### config.mk
export PLATFORM = sky130hd
export DESIGN_NAME = upordown_counter
export DESIGN_NICKNAME = d
export VERILOG_FILES = /design/src/rtl/upordown_counter_pkg.sv /design/src/rtl/upordown_counter_tick.sv /design/src/rtl/upordown_counter.sv
export SDC_FILE = /design/constraint.sdc
export NUM_CORES = 1
export LEC_CHECK = 0
export CAP_MARGIN = 20
export CORE_MARGIN = 3
export CORE_UTILIZATION = 25
export DETAILED_ROUTE_END_ITERATION = 8
export DONT_BUFFER_PORTS = 1
export PLACE_DENSITY_LB_ADDON = 0.12
export SYNTH_ARGS = -nofsm -noshare
export SYNTH_HDL_FRONTEND = slang
export SYNTH_SLANG_ARGS = --single-unit
### constraint.sdc
create_clock -name Clk -period 2.6 [get_ports Clk]
set_input_delay 0.26 -clock Clk [delete_from_list [all_inputs] [get_ports Clk]]
set_output_delay 0.26 -clock Clk [all_outputs]
set_load 0.01 [all_outputs]
### src/rtl/upordown_counter_pkg.sv
// Shared types and default constants for the up/down counter slice.
package upordown_counter_pkg;

  typedef enum logic {
    STOPPED = 1'b0,
    RUNNING = 1'b1
  } run_state_e;

  localparam int COUNT_W = 7;

  localparam int DEF_MAX_COUNT  = 99;
  localparam int DEF_LOAD_VALUE = 50;
  localparam int DEF_BUZ_LEN    = 4;
  localparam int DEF_TICK_DIV   = 1;

endpackage

### src/rtl/upordown_counter_tick.sv
// Step prescaler: counts 0..TICK_DIV-1 while enabled and pulses tick
// combinationally on the cycle it wraps, so TICK_DIV=1 ticks every enabled edge.
module upordown_tick #(
  parameter int TICK_DIV = 1
) (
  input  logic Clk,
  input  logic reset,
  input  logic enable,
  input  logic clear,
  output logic tick
);

  localparam int PW = (TICK_DIV > 1) ? $clog2(TICK_DIV) : 1;
  localparam logic [PW-1:0] LAST = PW'(TICK_DIV - 1);

  logic [PW-1:0] div_q, div_d;

  assign tick = enable && !clear && (div_q == LAST);

  always_comb begin
    div_d = div_q;
    if (clear) begin
      div_d = '0;
    end else if (enable) begin
      div_d = (div_q == LAST) ? '0 : div_q + 1'b1;
    end
  end

  always_ff @(posedge Clk) begin
    if (!reset) begin
      div_q <= '0;
    end else begin
      div_q <= div_d;
    end
  end

endmodule

### src/rtl/upordown_counter.sv
// Wrapping up/down counter with start/stop run FSM, preset load and a
// buzzer pulse of BUZ_LEN cycles on every wrap.
module upordown_counter
  import upordown_counter_pkg::*;
#(
  parameter int MAX_COUNT  = DEF_MAX_COUNT,
  parameter int LOAD_VALUE = DEF_LOAD_VALUE,
  parameter int TICK_DIV   = DEF_TICK_DIV,
  parameter int BUZ_LEN    = DEF_BUZ_LEN
) (
  input  logic               Clk,
  input  logic               reset,
  input  logic               UpOrDown,
  input  logic               load,
  input  logic               stop,
  input  logic               start,
  output logic [COUNT_W-1:0] Count,
  output logic               buz
);

  localparam int BT_W = $clog2(BUZ_LEN + 1);
  localparam logic [COUNT_W-1:0] MAX_C  = COUNT_W'(MAX_COUNT);
  localparam logic [COUNT_W-1:0] LOAD_C = COUNT_W'(LOAD_VALUE);
  localparam logic [BT_W-1:0]    BUZ_C  = BT_W'(BUZ_LEN);

  run_state_e         state_q, state_d;
  logic [COUNT_W-1:0] count_q, count_d;
  logic [BT_W-1:0]    buz_tmr_q, buz_tmr_d;
  logic               buz_q, buz_d;
  logic               tick, wrap, running;

  assign running = (state_q == RUNNING);

  upordown_tick #(.TICK_DIV(TICK_DIV)) u_tick (
    .Clk    (Clk),
    .reset  (reset),
    .enable (running),
    .clear  (load),
    .tick   (tick)
  );

  always_comb begin
    state_d = state_q;
    if (stop) begin
      state_d = STOPPED;
    end else if (start) begin
      state_d = RUNNING;
    end
  end

  always_comb begin
    count_d = count_q;
    wrap    = 1'b0;
    if (load) begin
      count_d = LOAD_C;
    end else if (tick) begin
      if (UpOrDown) begin
        if (count_q == '0) begin
          count_d = MAX_C;
          wrap    = 1'b1;
        end else begin
          count_d = count_q - 1'b1;
        end
      end else begin
        if (count_q >= MAX_C) begin
          count_d = '0;
          wrap    = 1'b1;
        end else begin
          count_d = count_q + 1'b1;
        end
      end
    end
  end

  // Timer is loaded with the full length on wrap so buz rises with the wrapped Count.
  always_comb begin
    buz_tmr_d = buz_tmr_q;
    if (load) begin
      buz_tmr_d = '0;
    end else if (wrap) begin
      buz_tmr_d = BUZ_C;
    end else if (buz_tmr_q != '0) begin
      buz_tmr_d = buz_tmr_q - 1'b1;
    end
    buz_d = (buz_tmr_d != '0);
  end

  always_ff @(posedge Clk) begin
    if (!reset) begin
      state_q   <= STOPPED;
      count_q   <= '0;
      buz_tmr_q <= '0;
      buz_q     <= 1'b0;
    end else begin
      state_q   <= state_d;
      count_q   <= count_d;
      buz_tmr_q <= buz_tmr_d;
      buz_q     <= buz_d;
    end
  end

  assign Count = count_q;
  assign buz   = buz_q;

endmodule

# Yosys cells after proc, flatten, opt, wreduce, memory -nomap -nowiden
# Cells that the tools add are included.
[word_totals]
elab_cells = 36
output_inout_bits = 8
input_bits = 6
regBits = 13
[op_classes]
n_bitwise = 2
n_addsub = 4
reduce_logical = 9
n_lt_le_gt_ge = 1
muxes = 14
[ops]
columns = ["operator", "count"]
rows = [
  ["7-bit two-way mux", 3],
  ["6-bit two-way mux", 2],
  ["3-bit two-way mux", 3],
  ["7-bit by 1-bit adder with 7-bit output, second input constant", 1],
  ["7-bit greater-or-equal comparator, second input constant", 1],
  ["7-bit zero test", 1],
  ["7-bit by 1-bit subtractor with 7-bit output, second input constant", 1],
  ["1-bit two-way mux", 6],
  ["3-bit nonzero test", 2],
  ["2-bit OR reduction", 2],
  ["3-bit by 1-bit subtractor with 3-bit output, second input constant", 1],
  ["1-bit logical AND", 2],
  ["1-bit inverter", 2],
  ["2-bit nonzero test", 1],
  ["1-bit adder, second input constant", 1],
  ["1-bit zero test", 1],
]

# Longest topological paths before layout
[depth]
word_depth = 8
depth_mapped = 6
depth_no_buf = 6

# Modules after synthesis
# From an unflattened synthesis, not the netlist that was laid out.
[unflattened]
cells_unflattened = 110
hier_area_um2 = 929.6
[by_module_without_submodules]
columns = ["mod", "n_inst", "area_per_inst_um2", "seq_area_each_um2", "cells_each"]
rows = [
  ["upordown_counter", 1, 915.9, 240.2, 109],
  ["upordown_tick", 1, 13.8, 0.0, 1],
]

# Worst setup path after synthesis
# OpenSTA, ideal clock, no wires.
[synth_path]
path_kind = "register to register"
from = "reg count_q[0], in the netlist Count[0]"
to = "reg count_q[3], in the netlist Count[3]"
path_buffers = 0
setup_time_ns = 0.091
path_stages_with_launch = 7
synth_period_minus_slack_ns = 1.651
required_ns = 2.509
arrival_ns = 1.560
slack_ns = 0.949
path_cell_list = "dfxtp_1 -> inv_1 -> ha_1 -> nor3b_1 -> a21oi_1 -> a311oi_1 -> a311oi_1"
[synth_via]
elab_chain_cells = 3
elab_cells_between_ends = 7
cone_classes = "2 x add/sub; 1 x order compare; 3 x mux; 1 x reduce/logical"
[synth_lines]
columns = ["element", "line_no", "text"]
rows = [
  ["start: declaration", "upordown_counter.sv:27", "logic [COUNT_W-1:0] count_q, count_d;"],
  ["start signal: assignment", "upordown_counter.sv:96", "count_q <= count_d;"],
  ["7-bit by 1-bit adder with 7-bit output (tied with other cells)", "upordown_counter.sv:69", "count_d = count_q + 1'b1;"],
  ["7-bit two-way mux (on tied branches)", "upordown_counter.sv:65, upordown_counter.sv:58", ""],
  ["7-bit two-way mux *", "upordown_counter.sv:57", "if (UpOrDown) begin"],
]
# Every way passes the cells marked *; elsewhere a longest branch is shown, timed or not.
# A chain may end at the register's enable or synchronous reset.

# Worst setup path after layout
# Ends and elaborated chain as after synthesis.

==> results.toml <==
[timing]
worstMarginPinSlew_ns = 0.639
skew_ns = 0.00965
timing.fmax_mhz = 516
finalHoldViolations = 0
setup_viol = 0
period_minus_slack_ns = 1.94
setup_tns_ns = 0
rsz0062_at_grt = "false"
hold_slack_ns = 0.0418
slew_headroom_pct = 57.3
report.final.slew_viol_count = 0
timing.final.crit_share_pct = 74.6

[clock_network]
worstSkewPairLatency_ns = 0.29
ctsResizeCount = 0
cts-root-buf = "clkbuf_4"
holdBufCountCts = 0
clk_pin_slew_ns = 0.09
clk_path_buf_depth = 2
cts.sinks = 12
htreeDepth = 1
numCtsBuffers = 3
post_cts_buffers = 0
cts_tree = "done"

[worst_setup_path]
crit_top_cell = "a311oi_1"
crit_path_start_kind = "flip-flop"
max_stage_delay_ns = 0.53
cp_data_required_time_ns = 2.80
crit_chain = "inv_1 -> ha_1 -> nor3b_1 -> a21oi_1 -> a311oi_1 -> a311oi_1"
reg2reg_slack_ns = 0.66
criticalPathCategory = "flip-flop to flip-flop"
crit-reg2reg-launch = "Count[0]"
path_delay_family = "compound AO/OA/AOI/OAI gates"
r2r_cells = 6
crit_fanout = 9
reg2reg_to = "Count[3]"
slowest_stage = "dfxtp_1"
endpoint_kind = "flip-flop"
worst-path-buf-inv = 1
cp.arrival_ns = 2.14

[place]
dp_hpwl_um = 1650
globalplace.congestion = 0.779
port_buffers = 0
dpl_cell_area_um2 = 928

[power_and_ir_drop]
powerDensity_mw_per_mm2 = 457
leakagePower_nw = 0.329
power_mw = 0.440
sw_frac_of_total_pct = 30.3
clkPwrFrac_pct = 36.8
p_sw_mw = 0.133
intPower_mw = 0.307
ir_worst_vdd_mv = 0.140
power_frac_comb_pct = 15.7
power_frac_seq_pct = 47.5

[yosys]
ys_warn_count = 0
synth_ff_type = "dfxtp_1"
avgSynthCellArea_um2 = 8.45
synthesis.nets = 119
yosysTopAreaCell = "dfxtp_1"
synth-seq-area-share_pct = 26.6
syn-instance-count = 107
synth_top_cell_area_share_pct = 26.6
ys_top_cells_by_area = "dfxtp_1 27%, ha_1 8.3%, a21oi_1 3.3%"
synthesis.area_um2 = 905
yosysUniqueCellTypes = 43
async_flop_share_pct = 0
ys_ff_latch = 12
synth_edf_count = 0

[floorplan]
start_util_pct = 26.5
coreArea_mm2 = 0.00342
die_x_um = 66.2
chipHeight_um = 66.2
io_pins = 14
placementRows = 21
dieArea_mm2 = 0.00438

[grt]
first_global_vias = 748
grt_pass1_wl_um = 3800
grt.total_usage_pct = 11.5
antenna_found_initial = 0
grt-ovfl-total = 0
grt_max_degree = 13

[layout]
final_common_cell = "dfxtp_1"
syn2layout_area_growth_pct = 6.64
final_cell_mix = "12 x dfxtp_1, 8 x inv_1, 7 x nand2_1"
antennaDiodeCount = 0
final_area_um2 = 965
drive_above_1_share_pct = 11.4
nNetsFinal = 118
nFillCells = 380

[route]
via_per_inst = 5.26
wl_um = 2300
ant_nets = 0
wl_per_cell_um = 15.3
drc = 0
dr_total_vias = 794
firstDrtPassIters = 4
first_iter_violations = 23

[run]
drv_cap = 0

[min_path]
holdPathEnd = "running"
min_path_type = "input port to flip-flop"
holdPathStages = 1
hold_start = "stop"

[run_status]
status = "finished clean"
## through the flow
step	instances	worst slack (ns)	utilization [%]
floorplan	107	0.949	-
global placement	147	0.791	27.2
detailed placement	147	0.718	27.2
CTS	151	0.680	28.2
global route	151	0.438	28.2
finish	151	0.661	28.2
## logic make-up (layout without fill, tap and decap cells)
family | count (synthesis) | count (layout) | synth area share (%)
AND/OR/NAND/NOR | 38 | 38 | 24.3
adder cells (fa/ha/maj) | 6 | 6 | 8.30
flip-flops | 12 | 12 | 26.6
AO/OA/AOI/OAI | 33 | 33 | 29.9
buffers and inverters | 14 | 12 | 7.05
XOR/XNOR | 4 | 4 | 3.87
## power groups by stage
stage | Clock, mW | Combinational, mW | Sequential [mW]
after CTS | 0.170 | 0.0687 | 0.209
after global placement | 0 | 0.0706 | 0.214
after detailed placement | 0 | 0.0681 | 0.214
after floorplan | 0 | 0.0645 | 0.204
final | 0.162 | 0.0690 | 0.209
after global routing | 0.173 | 0.0769 | 0.212
## synth_stat cells, types with 2 or more instances
cell type and count:
nor3_1 4, buf_2 2, a311oi_1 3, o31ai_1 2, inv_1 8, o211ai_1 2
a31oi_1 3, nand2_1 7, o31a_1 2, nor2b_1 4, ha_1 6, and3_1 2
nor2_1 4, nor3b_1 3, clkbuf_1 2, nand3_1 4, nand2b_1 3, xor2_1 3
o21ai_0 3, dfxtp_1 12, a21oi_1 6
## worst max path at each step
stage	startpoint	cells past startpoint	end
final	Count[0]	6	Count[3]
after global routing	Count[0]	6	Count[3]
after CTS	Count[0]	6	Count[3]
after detailed placement	Count[0]	6	Count[3]
after global placement	Count[1]	5	buz
after floorplan	Count[0]	6	Count[3]
## area by class of cell
type	count	area, µm²	area share, %
Inverter	8	30.0	3.11
Tap cell	46	57.6	5.97
Multi-Input combinational cell	81	601	62.3
Clock buffer	4	36.3	3.76
Sequential cell	12	240	24.9
## flip-flops by register name, summed over array words and instances (netlist names)
signal,count
Count,7
buz,1
running,1
buz_tmr_q,3
## layer usage
metal	vias up	wire (µm)	part of all wire [%]	track usage [%]
met5	-	0	0	0
li1	397	-	-	-
met1	373	1180	51	16.9
met2	19	930	40	14.7
met4	0	59	2.6	6.60
met3	5	137	5.9	2.72
(Power assumes the default switching activity.)
